File: src/rtl/pipe_ctrl_unit.sv
// Pipelined main control: ID decode, ID/EX -> EX/MEM -> MEM/WB control bundles,
// load-use stall with bubble insertion, MEM-stage branch flush and a saturating stall counter.
module pipe_ctrl_unit #(
    parameter int OP_W        = 6,
    parameter int REG_ADDR_W  = 5,
    parameter int ALUOP_W     = 2,
    parameter int STALL_CNT_W = 16
) (
    input  logic                   clk,
    input  logic                   rst,
    input  logic [OP_W-1:0]        id_op,
    input  logic                   id_valid,
    input  logic [REG_ADDR_W-1:0]  id_rs,
    input  logic [REG_ADDR_W-1:0]  id_rt,
    input  logic [REG_ADDR_W-1:0]  ex_rt,
    input  logic                   mem_zero,
    output logic [2+ALUOP_W-1:0]   ex_ctrl,
    output logic [2:0]             mem_ctrl,
    output logic [1:0]             wb_ctrl,
    output logic                   id_jump,
    output logic                   pc_write,
    output logic                   ifid_write,
    output logic                   ifid_flush,
    output logic                   pc_src,
    output logic [STALL_CNT_W-1:0] stall_count
);

    localparam int EX_W = 2 + ALUOP_W;

    localparam logic [OP_W-1:0] OP_R    = OP_W'(6'b000000);
    localparam logic [OP_W-1:0] OP_LW   = OP_W'(6'b100011);
    localparam logic [OP_W-1:0] OP_SW   = OP_W'(6'b101011);
    localparam logic [OP_W-1:0] OP_BEQ  = OP_W'(6'b000100);
    localparam logic [OP_W-1:0] OP_BNE  = OP_W'(6'b000101);
    localparam logic [OP_W-1:0] OP_ADDI = OP_W'(6'b001000);
    localparam logic [OP_W-1:0] OP_J    = OP_W'(6'b000010);

    localparam logic [ALUOP_W-1:0] ALU_ADD   = ALUOP_W'(2'b00);
    localparam logic [ALUOP_W-1:0] ALU_SUB   = ALUOP_W'(2'b01);
    localparam logic [ALUOP_W-1:0] ALU_FUNCT = ALUOP_W'(2'b10);

    // Decoded ID bundle
    logic [EX_W-1:0] dec_ex;
    logic [2:0]      dec_m;
    logic [1:0]      dec_wb;
    logic            dec_bne;
    logic            dec_uses_rt;

    // Pipeline control registers
    logic [EX_W-1:0] idex_ex_q, idex_ex_d;
    logic [2:0]      idex_m_q, idex_m_d;
    logic [1:0]      idex_wb_q, idex_wb_d;
    logic            idex_bne_q, idex_bne_d;
    logic [2:0]      exmem_m_q, exmem_m_d;
    logic [1:0]      exmem_wb_q, exmem_wb_d;
    logic            exmem_bne_q, exmem_bne_d;
    logic [1:0]      memwb_wb_q, memwb_wb_d;
    logic [STALL_CNT_W-1:0] stall_cnt_q, stall_cnt_d;

    logic hazard;
    logic flush;
    logic stall;

    always_comb begin
        dec_ex      = '0;
        dec_m       = '0;
        dec_wb      = '0;
        dec_bne     = 1'b0;
        dec_uses_rt = 1'b0;
        if (id_valid) begin
            unique case (id_op)
                OP_R: begin
                    dec_ex      = {1'b1, ALU_FUNCT, 1'b0};
                    dec_wb      = 2'b10;
                    dec_uses_rt = 1'b1;
                end
                OP_LW: begin
                    dec_ex = {1'b0, ALU_ADD, 1'b1};
                    dec_m  = 3'b010;
                    dec_wb = 2'b11;
                end
                OP_SW: begin
                    dec_ex      = {1'b0, ALU_ADD, 1'b1};
                    dec_m       = 3'b001;
                    dec_uses_rt = 1'b1;
                end
                OP_BEQ, OP_BNE: begin
                    dec_ex      = {1'b0, ALU_SUB, 1'b0};
                    dec_m       = 3'b100;
                    dec_bne     = (id_op == OP_BNE);
                    dec_uses_rt = 1'b1;
                end
                OP_ADDI: begin
                    dec_ex = {1'b0, ALU_ADD, 1'b1};
                    dec_wb = 2'b10;
                end
                default: ;
            endcase
        end
    end

    // Reset gating keeps stale register contents from stalling or redirecting during rst.
    always_comb begin
        pc_src = ~rst & exmem_m_q[2] & (mem_zero ^ exmem_bne_q);
        hazard = ~rst & id_valid & idex_m_q[1] & (ex_rt != '0) &
                 ((ex_rt == id_rs) | ((ex_rt == id_rt) & dec_uses_rt));
        flush  = pc_src;
        stall  = hazard & ~flush;
    end

    always_comb begin
        idex_ex_d   = dec_ex;
        idex_m_d    = dec_m;
        idex_wb_d   = dec_wb;
        idex_bne_d  = dec_bne;
        exmem_m_d   = idex_m_q;
        exmem_wb_d  = idex_wb_q;
        exmem_bne_d = idex_bne_q;
        memwb_wb_d  = exmem_wb_q;
        stall_cnt_d = stall_cnt_q;
        if (flush || stall) begin
            idex_ex_d  = '0;
            idex_m_d   = '0;
            idex_wb_d  = '0;
            idex_bne_d = 1'b0;
        end
        if (flush) begin
            exmem_m_d   = '0;
            exmem_wb_d  = '0;
            exmem_bne_d = 1'b0;
        end
        if (stall && (stall_cnt_q != '1)) begin
            stall_cnt_d = stall_cnt_q + STALL_CNT_W'(1);
        end
    end

    always_ff @(posedge clk) begin
        if (rst) begin
            idex_ex_q   <= '0;
            idex_m_q    <= '0;
            idex_wb_q   <= '0;
            idex_bne_q  <= 1'b0;
            exmem_m_q   <= '0;
            exmem_wb_q  <= '0;
            exmem_bne_q <= 1'b0;
            memwb_wb_q  <= '0;
            stall_cnt_q <= '0;
        end else begin
            idex_ex_q   <= idex_ex_d;
            idex_m_q    <= idex_m_d;
            idex_wb_q   <= idex_wb_d;
            idex_bne_q  <= idex_bne_d;
            exmem_m_q   <= exmem_m_d;
            exmem_wb_q  <= exmem_wb_d;
            exmem_bne_q <= exmem_bne_d;
            memwb_wb_q  <= memwb_wb_d;
            stall_cnt_q <= stall_cnt_d;
        end
    end

    always_comb begin
        ex_ctrl     = idex_ex_q;
        mem_ctrl    = exmem_m_q;
        wb_ctrl     = memwb_wb_q;
        id_jump     = id_valid & (id_op == OP_J) & ~flush;
        pc_write    = ~stall;
        ifid_write  = ~stall;
        ifid_flush  = flush;
        stall_count = stall_cnt_q;
    end

endmodule
File: config.mk
export PLATFORM = sky130hd
export DESIGN_NAME = pipe_ctrl_unit
export DESIGN_NICKNAME = d
export VERILOG_FILES = /design/src/rtl/pipe_ctrl_unit.sv
export SDC_FILE = /design/constraint.sdc
export NUM_CORES = 1
export LEC_CHECK = 0
export ABC_AREA = 1
export ABC_CLOCK_PERIOD_IN_PS = 1700
export CORE_ASPECT_RATIO = 2
export CORE_MARGIN = 8
export CORE_UTILIZATION = 40
export CTS_CLUSTER_DIAMETER = 120
export DETAILED_ROUTE_END_ITERATION = 16
export PLACE_DENSITY = 0.7
export SYNTH_ARGS = -nofsm -noshare
export SYNTH_HDL_FRONTEND = slang
export SYNTH_SLANG_ARGS = --single-unit
File: constraint.sdc
create_clock -name clk -period 1.7 [get_ports clk]
set_clock_uncertainty 0.05 [all_clocks]
set_input_delay 0.34 -clock clk [delete_from_list [all_inputs] [get_ports clk]]
set_output_delay 0.34 -clock clk [all_outputs]
set_load 0.01 [all_outputs]
==> qor.yml, run 1 <==
run_status:
  outcome: "finished clean"
worst_setup_path:
  cp-start-kind: "input pin"
  worstPathMaxFanout: 3
  end_kind: "primary output"
  critical_path_class: "in2out"
  required_ns: 1.31
  cp.arrival_ns: 1.27
floorplan:
  core_area_mm2: 0.00451
  start_util: 0.410
  die-area_mm2: 0.00719
  ios: 55
  fp.dieW_um: 64.1
  num_rows: 35
  die_h_um: 112
logic_synthesis:
  synth_common_cells: "60 x nand2_1, 58 x nor2_1, 55 x inv_1, 31 x dfxtp_1, 15 x nand4_1"
  syn_inst: 285
  yosys_warnings: 0
  ys_ff_latch: 31
  synth.distinct_cells: 31
  synth.most_common_cell: "nand2_1"
  netlist_area_mm2: 0.00185
  synth_area_leader_cell: "dfxtp_1"
  syn_avg_cell_area_um2: 6.49
  seq_area_frac_synth: 0.336
  synth_edf_count: 0
  ys.flop_type: "dfxtp_1"
  yosysTopAreaCellShare: 0.336
  synthArstFlopShare: 0
  synth_area_leaders: "dfxtp_1 34%, nand2_1 12%, nor2_1 12%"
  syn-num-nets: 311
grt:
  antenna_found_initial: 0
  grt_max_degree: 17
  overflow: 0
  track_usage: 0.145
  grt_pass1_vias: 2120
  grt_pass1_wl_mm: 8.80
route:
  route.detailed.drc: 0
  drtIter0Drc: 36
  wire_per_inst_um: 11.8
  vias_per_cell: 4.75
  dr_total_vias: 2066
  drtAntennaViolNets: 0
  first_pass_iters: 4
  drt-total-wl_mm: 5.15
pwr:
  p_switching_mw: 0.373
  p_comb_frac: 0.117
  power.internal_mw: 1.29
  p_per_area_mw_per_mm2: 573
  switching_share: 0.224
  ir_drop_mv: 0.495
  total_power_mw: 1.66
  p_clk_frac: 0.446
  leakage_nw: 1.35
  pwr-share-seq: 0.437
sta:
  fmaxAchievable_mhz: 602
  hold_viol: 0
  setup_viol: 0
  report.final.slew_viol_count: 0
  slew_headroom: 0.853
  holdWs_ns: 0.354
  timing.final.crit_share: 0.977
  tightest_slew_ns: 0.220
  period_needed_ns: 1.66
final_layout:
  areaGrowthSynthToFinish_pct: 57.1
  nets: 405
  layout-drive-gt1-share: 0.353
  n_antenna_cell: 0
cts:
  insertion_delay_ns: 0.27
  cts-root-buf: "clkbuf_8"
  clkSinkCount: 31
  cts_buffer_depth: 2
  path_clk_slew_ns: 0.06
  cts_buffers: 5
  holdBufCountCts: 0
  htreeDepth: 2
  cts_tree: "done"
place:
  portBuffers: 54
  dpl.hpwl_mm: 3.74
  place_congestion: 0.826
worst_hold_path:
  worstHoldPathType: "reg2reg"
run:
  drv_cap: 0
-- metrics by stage --
step                setup WS (ns)  std cells  setup TNS [ns]  area [um^2]  utilization
finish                     0.0397        435               0         2910        0.644
global route              -0.0510        435          -0.130         2910        0.644
CTS                       0.00154        432               0         2850        0.631
detailed placement         -0.750        408          -14.00         2570        0.570
global placement           -0.683        408          -11.79         2570        0.570
floorplan                  0.0568        285               0         1850            -
-- cells in the final DEF (no fill, tap or decap), drive strengths merged --
cell type / netlist / final
a21oi: 7 / 7
buf: 5 / 57
bufinv: 0 / 1
clkbuf: 1 / 9
clkdlybuf4s15: 0 / 5
clkdlybuf4s50: 0 / 25
clkinv: 0 / 1
dfxtp: 31 / 31
dlygate4sd2: 0 / 3
ha: 1 / 1
inv: 60 / 60
nand2: 62 / 62
nand3: 15 / 15
nand3b: 2 / 2
nand4: 17 / 17
nor2: 65 / 65
nor3: 4 / 4
o211ai: 1 / 1
o21ai: 7 / 7
o21bai: 2 / 2
or2: 2 / 2
xnor2: 1 / 1
xor2: 2 / 2
-- worst max-delay path, stage by stage --
cell and delay [ns]:
buf_2 0.16, inv_2 0.06, nor2_4 0.11, nand3_2 0.10, nand3_2 0.10, nand3_4 0.11, nand2_8 0.08, nand3_4 0.07
buf_6 0.13
-- metal layers --
layer,track usage,part of all wire,up-vias
li1,-,-,1056
met1,0.150,0.40,922
met2,0.249,0.49,71
met3,0.0518,0.078,17
met4,0.0675,0.032,0
met5,0,0,-
-- flip-flops by register name, indices dropped and copies added, names as in the netlist --
name / flops
ex_ctrl: 3
wb_ctrl: 2
stall_count: 16
exmem_bne_q: 1
idex_bne_q: 1
idex_wb_q: 1
idex_m_q: 3
exmem_wb_q: 1
mem_ctrl: 3
-- repair_timing --
item	in CTS	in global routing
cloned	0	0
pin swaps	25	22
resized for setup	106	42
setup endpoints to repair	29	17
buffers inserted	16	3
-- final cells by class --
| cell class | instances | area (um^2) |
|---|---|---|
| Fill cell | 389 | 1610 |
| Tap cell | 55 | 68.8 |
| Clock inverter | 2 | 35.0 |
| Inverter | 60 | 225 |
| Sequential cell | 31 | 632 |
| Multi-Input combinational cell | 188 | 1120 |
| Clock buffer | 6 | 82.6 |
| Timing Repair Buffer | 93 | 741 |
-- worst paths after layout --
check | startpoint | end | slack [ns] | cells after the start
hold / removal | idex_bne_q$_SDFF_PP0_ | exmem_bne_q$_SDFF_PP0_ | 0.35 | 2
setup / recovery | id_op[3] | ifid_write | 0.04 | 9
setup reg to reg | stall_count[0]$_SDFFE_PP0P_ | stall_count[9]$_SDFFE_PP0P_ | 0.12 | 10
hold reg to reg | idex_bne_q$_SDFF_PP0_ | exmem_bne_q$_SDFF_PP0_ | 0.35 | 2
-- kinds of logic (layout without fill, tap and decap cells) --
kind of cell	count (synthesis)	in the layout	share of synthesized area
flops	31	31	0.336
fa+ha+maj	1	1	0.00676
buf+inv	66	161	0.143
compound gates	17	17	0.0582
xor+xnor	3	3	0.0142
simple gates	167	167	0.442
-- power groups by stage --
stage,sequential [mW],clock [mW],combinational (mW)
floorplan,0.745,0,0.0693
global placement,0.744,0,0.161
detailed placement,0.744,0,0.167
CTS,0.728,0.759,0.186
global route,0.727,0.794,0.211
finish,0.728,0.743,0.194
(Power assumes the default switching activity.)
==> inputs of run 2 (changes only) <==
--- a/config.mk
+++ b/config.mk
@@ -6,13 +6,13 @@
 export NUM_CORES = 1
 export LEC_CHECK = 0
 export ABC_AREA = 1
-export ABC_CLOCK_PERIOD_IN_PS = 1700
+export ABC_CLOCK_PERIOD_IN_PS = 1400
 export CORE_ASPECT_RATIO = 2
 export CORE_MARGIN = 8
 export CORE_UTILIZATION = 40
 export CTS_CLUSTER_DIAMETER = 120
 export DETAILED_ROUTE_END_ITERATION = 16
-export PLACE_DENSITY = 0.7
+export PLACE_DENSITY = 0.72
 export SYNTH_ARGS = -nofsm -noshare
 export SYNTH_HDL_FRONTEND = slang
 export SYNTH_SLANG_ARGS = --single-unit
==> constraint.sdc (replaced) <==
create_clock -name clk -period 1.4 [get_ports clk]
set_clock_uncertainty 0.05 [all_clocks]
set_input_delay 0.28 -clock clk [delete_from_list [all_inputs] [get_ports clk]]
set_output_delay 0.28 -clock clk [all_outputs]
set_load 0.01 [all_outputs]
==> run 2 against run 1 <==
Against the previous run: the run now ends with setup timing left; final area increased by 8.4%; die area did not move; setup slack lost 0.23 ns; total power is 16% higher; clock power grew 10%.
==> qor.yml, run 2 (synthesized netlist as in run 1, its figures left out) <==
pwr:
  p_switching_mw: 0.481  # +29%
  power.internal_mw: 1.45  # +12%
  leakage_nw: 1.61  # +20%
  p_per_area_mw_per_mm2: 613  # +7.0%
  pwr-share-seq: 0.456  # +0.019
  p_comb_frac: 0.121  # +0.004
  p_clk_frac: 0.423  # -0.023
  ir_drop_mv: 0.792  # +60%
  total_power_mw: 1.93  # +16%
  switching_share: 0.249  # +0.0255
sta:
  report.final.slew_viol_count: 0  # unchanged
  setup_viol: 21  # +21
  hold_viol: 0  # unchanged
  tns_ns: -1.76  # -1.76 ns
  setup_ws_ns: -0.186  # -0.226 ns
  holdWs_ns: 0.354  # -0.000515 ns
  tightest_slew_ns: 0.217  # -0.00287 ns
  timing.final.crit_share: 1.13
  rsz0062_at_grt: "yes"
  slew_headroom: 0.855  # +0.00256
  period_needed_ns: 1.59
  fmaxAchievable_mhz: 630
route:
  wire_per_inst_um: 12.4  # +4.4%
  drt-total-wl_mm: 5.64  # +9.5%
  first_pass_iters: 4  # unchanged
  drtIter0Drc: 59  # +64%
  drtAntennaViolNets: 0  # unchanged
  route.detailed.drc: 0  # unchanged
  vias_per_cell: 4.73  # -0.31%
  dr_total_vias: 2159  # +4.5%
floorplan:
  num_rows: 35  # unchanged
  fp.dieW_um: 64.1  # unchanged
  die-area_mm2: 0.00719  # unchanged
  core_area_mm2: 0.00451  # unchanged
  die_h_um: 112  # unchanged
  start_util: 0.410  # unchanged
  ios: 55  # unchanged
final_layout:
  largest_reg_flops: 16  # unchanged
  mostFrequentLayoutCell: "buf_4"
  n_antenna_cell: 0  # unchanged
  nets: 426  # +5.2%
  final_cell_mix: "56 x buf_4, 51 x nand2_1, 45 x nor2_1"
  fin_util: 0.698  # +0.0541
  areaGrowthSynthToFinish_pct: 70.3
  layout-drive-gt1-share: 0.416  # +0.0638
  fillers: 372  # -4.4%
grt:
  grt_pass1_wl_mm: 9.47  # +7.6%
  track_usage: 0.158  # +0.0126
  grt_max_degree: 17  # unchanged
  overflow: 0  # unchanged
  grt_pass1_vias: 2239  # +5.6%
  antenna_found_initial: 0  # unchanged
worst_hold_path:
  worstHoldPathType: "reg2reg"
cts:
  cts-root-buf: "clkbuf_8"
  htreeDepth: 2  # unchanged
  insertion_delay_ns: 0.29  # +0.02 ns
  cts_buffer_depth: 2  # unchanged
  cts_tree: "done"
  path_clk_slew_ns: 0.07  # about the same
  cts_buffers: 5  # unchanged
  clkSinkCount: 31  # unchanged
place:
  dpl.hpwl_mm: 3.96  # +5.9%
  dpl_worst_slack_ns: -1.01  # -0.259 ns
  place_congestion: 0.826  # about the same
  portBuffers: 54  # unchanged
worst_setup_path:
  critical-path-max-stage-delay_ns: 0.24  # +0.08 ns
  slowest_stage: "clkdlybuf4s15_2"
  cp-start-kind: "input pin"
  worstPathMaxFanout: 3  # unchanged
  cp.arrival_ns: 1.26  # about the same
  crit_chain: "clkdlybuf4s15_2 -> nor2_4 -> nand3_2 -> nand3_2 -> nand3_4 -> nand2_8 -> nand3_4 -> buf_6"
  critical_path_class: "in2out"
  end_kind: "primary output"
  required_ns: 1.07  # -0.24 ns
run_status:
  violations: "setup timing"
  outcome: "complete, but fails checks"
run:
  drv_cap: 0  # unchanged
==> run 2: changes by cell type in the layout (fill, tap and decap cells not counted), sizes merged <==
cell           before  now
clkinv              1    2
dlygate4sd2         3   29
buf                57   76
clkdlybuf4s15       5    9
clkbuf              9    6
bufinv              1    0
clkdlybuf4s50      25    0
==> run 2: final cells by class <==
| type | instances | area [um^2] | area share |
|---|---|---|---|
| repair buffers | 114 | 933 | 0.296 |
| clock inverters | 2 | 13.8 | 0.00437 |
| inverters | 60 | 230 | 0.0731 |
| clock buffers | 6 | 93.8 | 0.0298 |
| multi-input cells | 188 | 1170 | 0.373 |
| flip-flops and latches | 31 | 636 | 0.202 |
| well taps | 55 | 68.8 | 0.0219 |
==> run 2: worst max-delay path, delay by kind of cell <==
kind | cells | cell delay (ns)
and+or+nand+nor | 6 | 0.61
buffers and inverters | 2 | 0.37
==> run 2: worst paths after layout <==
check	from	end	slack [ns]	cells past startpoint
worst max register to register	stall_count[0]$_SDFFE_PP0P_	stall_count[13]$_SDFFE_PP0P_	-0.16	11
worst min-delay path	idex_bne_q$_SDFF_PP0_	exmem_bne_q$_SDFF_PP0_	0.35	2
worst max-delay path	id_op[2]	ifid_write	-0.19	8
worst min register to register	idex_bne_q$_SDFF_PP0_	exmem_bne_q$_SDFF_PP0_	0.35	2
==> run 2: per-stage QoR <==
| stage | cell area [um^2] | instances |
|---|---|---|
| global route | 3150 | 456 |
| global placement | 2820 | 432 |
| floorplan | 1910 | 285 |
| CTS | 3040 | 454 |
| finish | 3150 | 456 |
| detailed placement | 2820 | 432 |
==> run 2: what timing repair did <==
action / 4_1_cts / 5_1_grt
pin swaps: 36 / 32
gates resized for setup: 146 / 35
buffers inserted: 15 / 3
endpoints found under the setup margin: 54 / 35
hold buffers: 0 / 0
==> run 2: per-layer routing <==
layer | global-route usage | part of all wire
met1 | 0.156 | 0.38
met2 | 0.286 | 0.53
met3 | 0.0449 | 0.068
met5 | 0 | 0
met4 | 0.0765 | 0.024
==> run 2: power by group through the flow <==
stage / logic (mW) / clock network, mW / registers, mW
2_1_floorplan: 0.0840 / 0 / 0.900
3_3_place_gp: 0.200 / 0 / 0.900
3_5_place_dp: 0.207 / 0 / 0.900
4_1_cts: 0.219 / 0.835 / 0.880
5_1_grt: 0.252 / 0.867 / 0.879
6_report: 0.233 / 0.818 / 0.880
==> inputs of run 3 (changes only) <==
--- a/config.mk
+++ b/config.mk
@@ -12,7 +12,7 @@
 export CORE_UTILIZATION = 40
 export CTS_CLUSTER_DIAMETER = 120
 export DETAILED_ROUTE_END_ITERATION = 16
-export PLACE_DENSITY = 0.72
+export DONT_BUFFER_PORTS = 1
 export SYNTH_ARGS = -nofsm -noshare
 export SYNTH_HDL_FRONTEND = slang
 export SYNTH_SLANG_ARGS = --single-unit
==> run 3 against run 2 <==
Against the previous run: the run still ends with setup timing left; first-iteration DRC count decreased by 27%; count of clock-buffer cells in the layout unchanged; fmax increased by 4.1%; critical endpoint is now stall_count[13]$_SDFFE_PP0P_; largest power group unchanged.
==> qor.yml, run 3 (synthesized netlist as in run 1, its figures left out) <==
cts:
  htreeDepth: 2  # unchanged
  path_clk_slew_ns: 0.07  # about the same
  cts_buffers: 5  # unchanged
  cts_tree: "done"
  clkSinkCount: 31  # unchanged
  cts_buffer_depth: 2  # unchanged
  cts-root-buf: "clkbuf_8"
  insertion_delay_ns: 0.29  # about the same
route:
  route.detailed.drc: 0  # unchanged
  drtIter0Drc: 43  # -27%
  vias_per_cell: 4.75  # +0.34%
  wire_per_inst_um: 12.4  # +0.30%
  drt-total-wl_mm: 4.88  # -14%
  first_pass_iters: 4  # unchanged
  dr_total_vias: 1867  # -14%
  drtAntennaViolNets: 0  # unchanged
worst_setup_path:
  critical_path_class: "reg2reg"
  cp.arrival_ns: 1.66  # +0.40 ns
  end_kind: "flip-flop"
  crit_chain: "ha_4 -> nand2_4 -> nor2_4 -> nand4_1 -> nand3b_4 -> inv_4 -> nand2_2 -> nor2_1 -> nor2_1 -> nor2_1"
  timing.rr.end: "stall_count[13]$_SDFFE_PP0P_"
  cp-start-kind: "flip-flop"
  slowest_stage: "dfxtp_4"
  worstPathMaxFanout: 3  # unchanged
  required_ns: 1.53  # +0.46 ns
  r2r_cells: 10  # -1
  cp_top_family: "simple AND/OR/NAND/NOR gates"
  crit_buf_inv: 1  # -1
  critical-path-max-stage-delay_ns: 0.37  # +0.13 ns
  r2r-start: "stall_count[1]$_SDFFE_PP0P_"
  rrSetupSlack_ns: -0.12  # +0.04 ns
  cpMostUsedCell: "nor2_1"
sta:
  setup_ws_ns: -0.124  # +0.0627 ns
  slew_headroom: 0.636  # -0.219
  period_needed_ns: 1.52  # -0.0627 ns
  rsz0062_at_grt: "yes"
  fmaxAchievable_mhz: 656  # +4.1%
  timing.final.crit_share: 1.09  # -0.0448
  tightest_slew_ns: 0.546  # +0.329 ns
  setup_viol: 21  # unchanged
  hold_viol: 0  # unchanged
  report.final.slew_viol_count: 0  # unchanged
final_layout:
  final_cell_mix: "56 x nor2_1, 54 x nand2_1, 51 x inv_1"
  areaGrowthSynthToFinish_pct: 39.1
  n_antenna_cell: 0  # unchanged
  largest_reg_flops: 16  # unchanged
  fin_util: 0.570  # -0.128
  fin_cells: 393  # -14%
  layout-drive-gt1-share: 0.328  # -0.0881
  nets: 363  # -15%
  mostFrequentLayoutCell: "nor2_1"
  final_cell_area_mm2: 0.00257  # -18%
run_status:
  violations: "setup timing"
  outcome: "complete, but fails checks"
place:
  dpl.hpwl_mm: 3.65  # -8.0%
  dpl_worst_slack_ns: -0.129  # +0.880 ns
  place_area_mm2: 0.00228  # -19%
  place_congestion: 0.839  # +1.6%
  dp_cells: 378  # -13%
  portBuffers: 0  # -100%
worst_hold_path:
  hp-start: "rst"
  min_to: "wb_ctrl[0]$_SDFF_PP0_"
  worstHoldPathType: "in2reg"
  hold_depth: 1  # -1
floorplan:
  die_h_um: 112  # unchanged
  die-area_mm2: 0.00719  # unchanged
  start_util: 0.410  # unchanged
  num_rows: 35  # unchanged
  core_area_mm2: 0.00451  # unchanged
  ios: 55  # unchanged
  fp.dieW_um: 64.1  # unchanged
grt:
  track_usage: 0.139  # -0.0186
  grt_max_degree: 18  # +1
  grt_pass1_vias: 1919  # -14%
  antenna_found_initial: 0  # unchanged
  overflow: 0  # unchanged
  grt_pass1_wl_mm: 8.25  # -13%
run:
  drv_cap: 0  # unchanged
pwr:
  p_comb_frac: 0.063  # -0.058
  p_switching_mw: 0.433  # -10%
  p_clk_frac: 0.453  # +0.030
  pwr-share-seq: 0.484  # +0.028
  power.internal_mw: 1.38  # -4.7%
  leakage_nw: 1.25  # -22%
  ir_drop_mv: 0.774  # -2.4%
  p_per_area_mw_per_mm2: 705  # +15%
  switching_share: 0.239  # -0.0105
[run 3: changes by cell type in the layout (fill, tap and decap cells not counted), moves of 3 or more]
cell | before | now
buf_2 | 11 | 0
buf_4 | 56 | 42
clkdlybuf4s15_1 | 6 | 0
clkdlybuf4s15_2 | 3 | 0
dlygate4sd2_1 | 29 | 0
inv_1 | 44 | 51
inv_2 | 14 | 8
nand2_1 | 51 | 54
nand2_2 | 7 | 4
nor2_1 | 45 | 56
nor2_2 | 11 | 3
nor2_4 | 9 | 6
[run 3: area by class of cell]
type                       instances  area, um^2
fill                             425        1940
clock buffer                       6        93.8
timing repair buffer              51         433
clock inverter                     2        13.8
multi-input combinational        188        1100
tap                               55        68.8
inverter                          60         228
sequential                        31         637
[run 3: repair_timing]
item | CTS | global route
resized for setup | 24 | 12
setup endpoints to repair | 21 | 26
hold endpoints to repair | 0 | 1
pin swaps | 26 | 18
buffers inserted | 5 | 1
hold buffers | 0 | 1
[run 3: stage by stage]
stage | hold slack [ns] | power (mW) | TNS [ns]
3_3_place_gp | 0.304 | 1.01 | -1.53
4_1_cts | 0.000196 | 1.83 | -1.14
6_report | 0.00963 | 1.81 | -1.86
3_5_place_dp | 0.306 | 1.01 | -2.15
5_1_grt | 0.000144 | 1.88 | -3.92
2_1_floorplan | 0.301 | 0.984 | -0.224
[run 3: power groups by stage]
stage,logic [mW],registers (mW),clock network [mW]
2_1_floorplan,0.0840,0.900,0
3_3_place_gp,0.108,0.901,0
3_5_place_dp,0.111,0.901,0
4_1_cts,0.113,0.878,0.840
5_1_grt,0.129,0.878,0.876
6_report,0.114,0.878,0.822
[run 3: worst max path at each step]
| stage | startpoint | endpoint | slack [ns] | cells past startpoint |
|---|---|---|---|---|
| after floorplan | ex_rt[1] | pc_write | -0.11 | 6 |
| after global routing | stall_count[1]$_SDFFE_PP0P_ | stall_count[13]$_SDFFE_PP0P_ | -0.23 | 10 |
| final | stall_count[1]$_SDFFE_PP0P_ | stall_count[13]$_SDFFE_PP0P_ | -0.12 | 10 |
| after CTS | exmem_bne_q$_SDFF_PP0_ | ifid_write | -0.11 | 5 |
| after detailed placement | ex_rt[1] | ex_ctrl[0]$_SDFF_PP0_ | -0.13 | 7 |
| after global placement | ex_rt[1] | idex_bne_q$_SDFF_PP0_ | -0.1 | 7 |
[run 3: per-layer routing]
metal / up-vias / global-route usage / part of all wire
met5: - / 0 / 0
met4: 0 / 0.0660 / 0.018
met3: 9 / 0.0538 / 0.080
met2: 54 / 0.243 / 0.52
met1: 825 / 0.138 / 0.39
li1: 979 / - / -
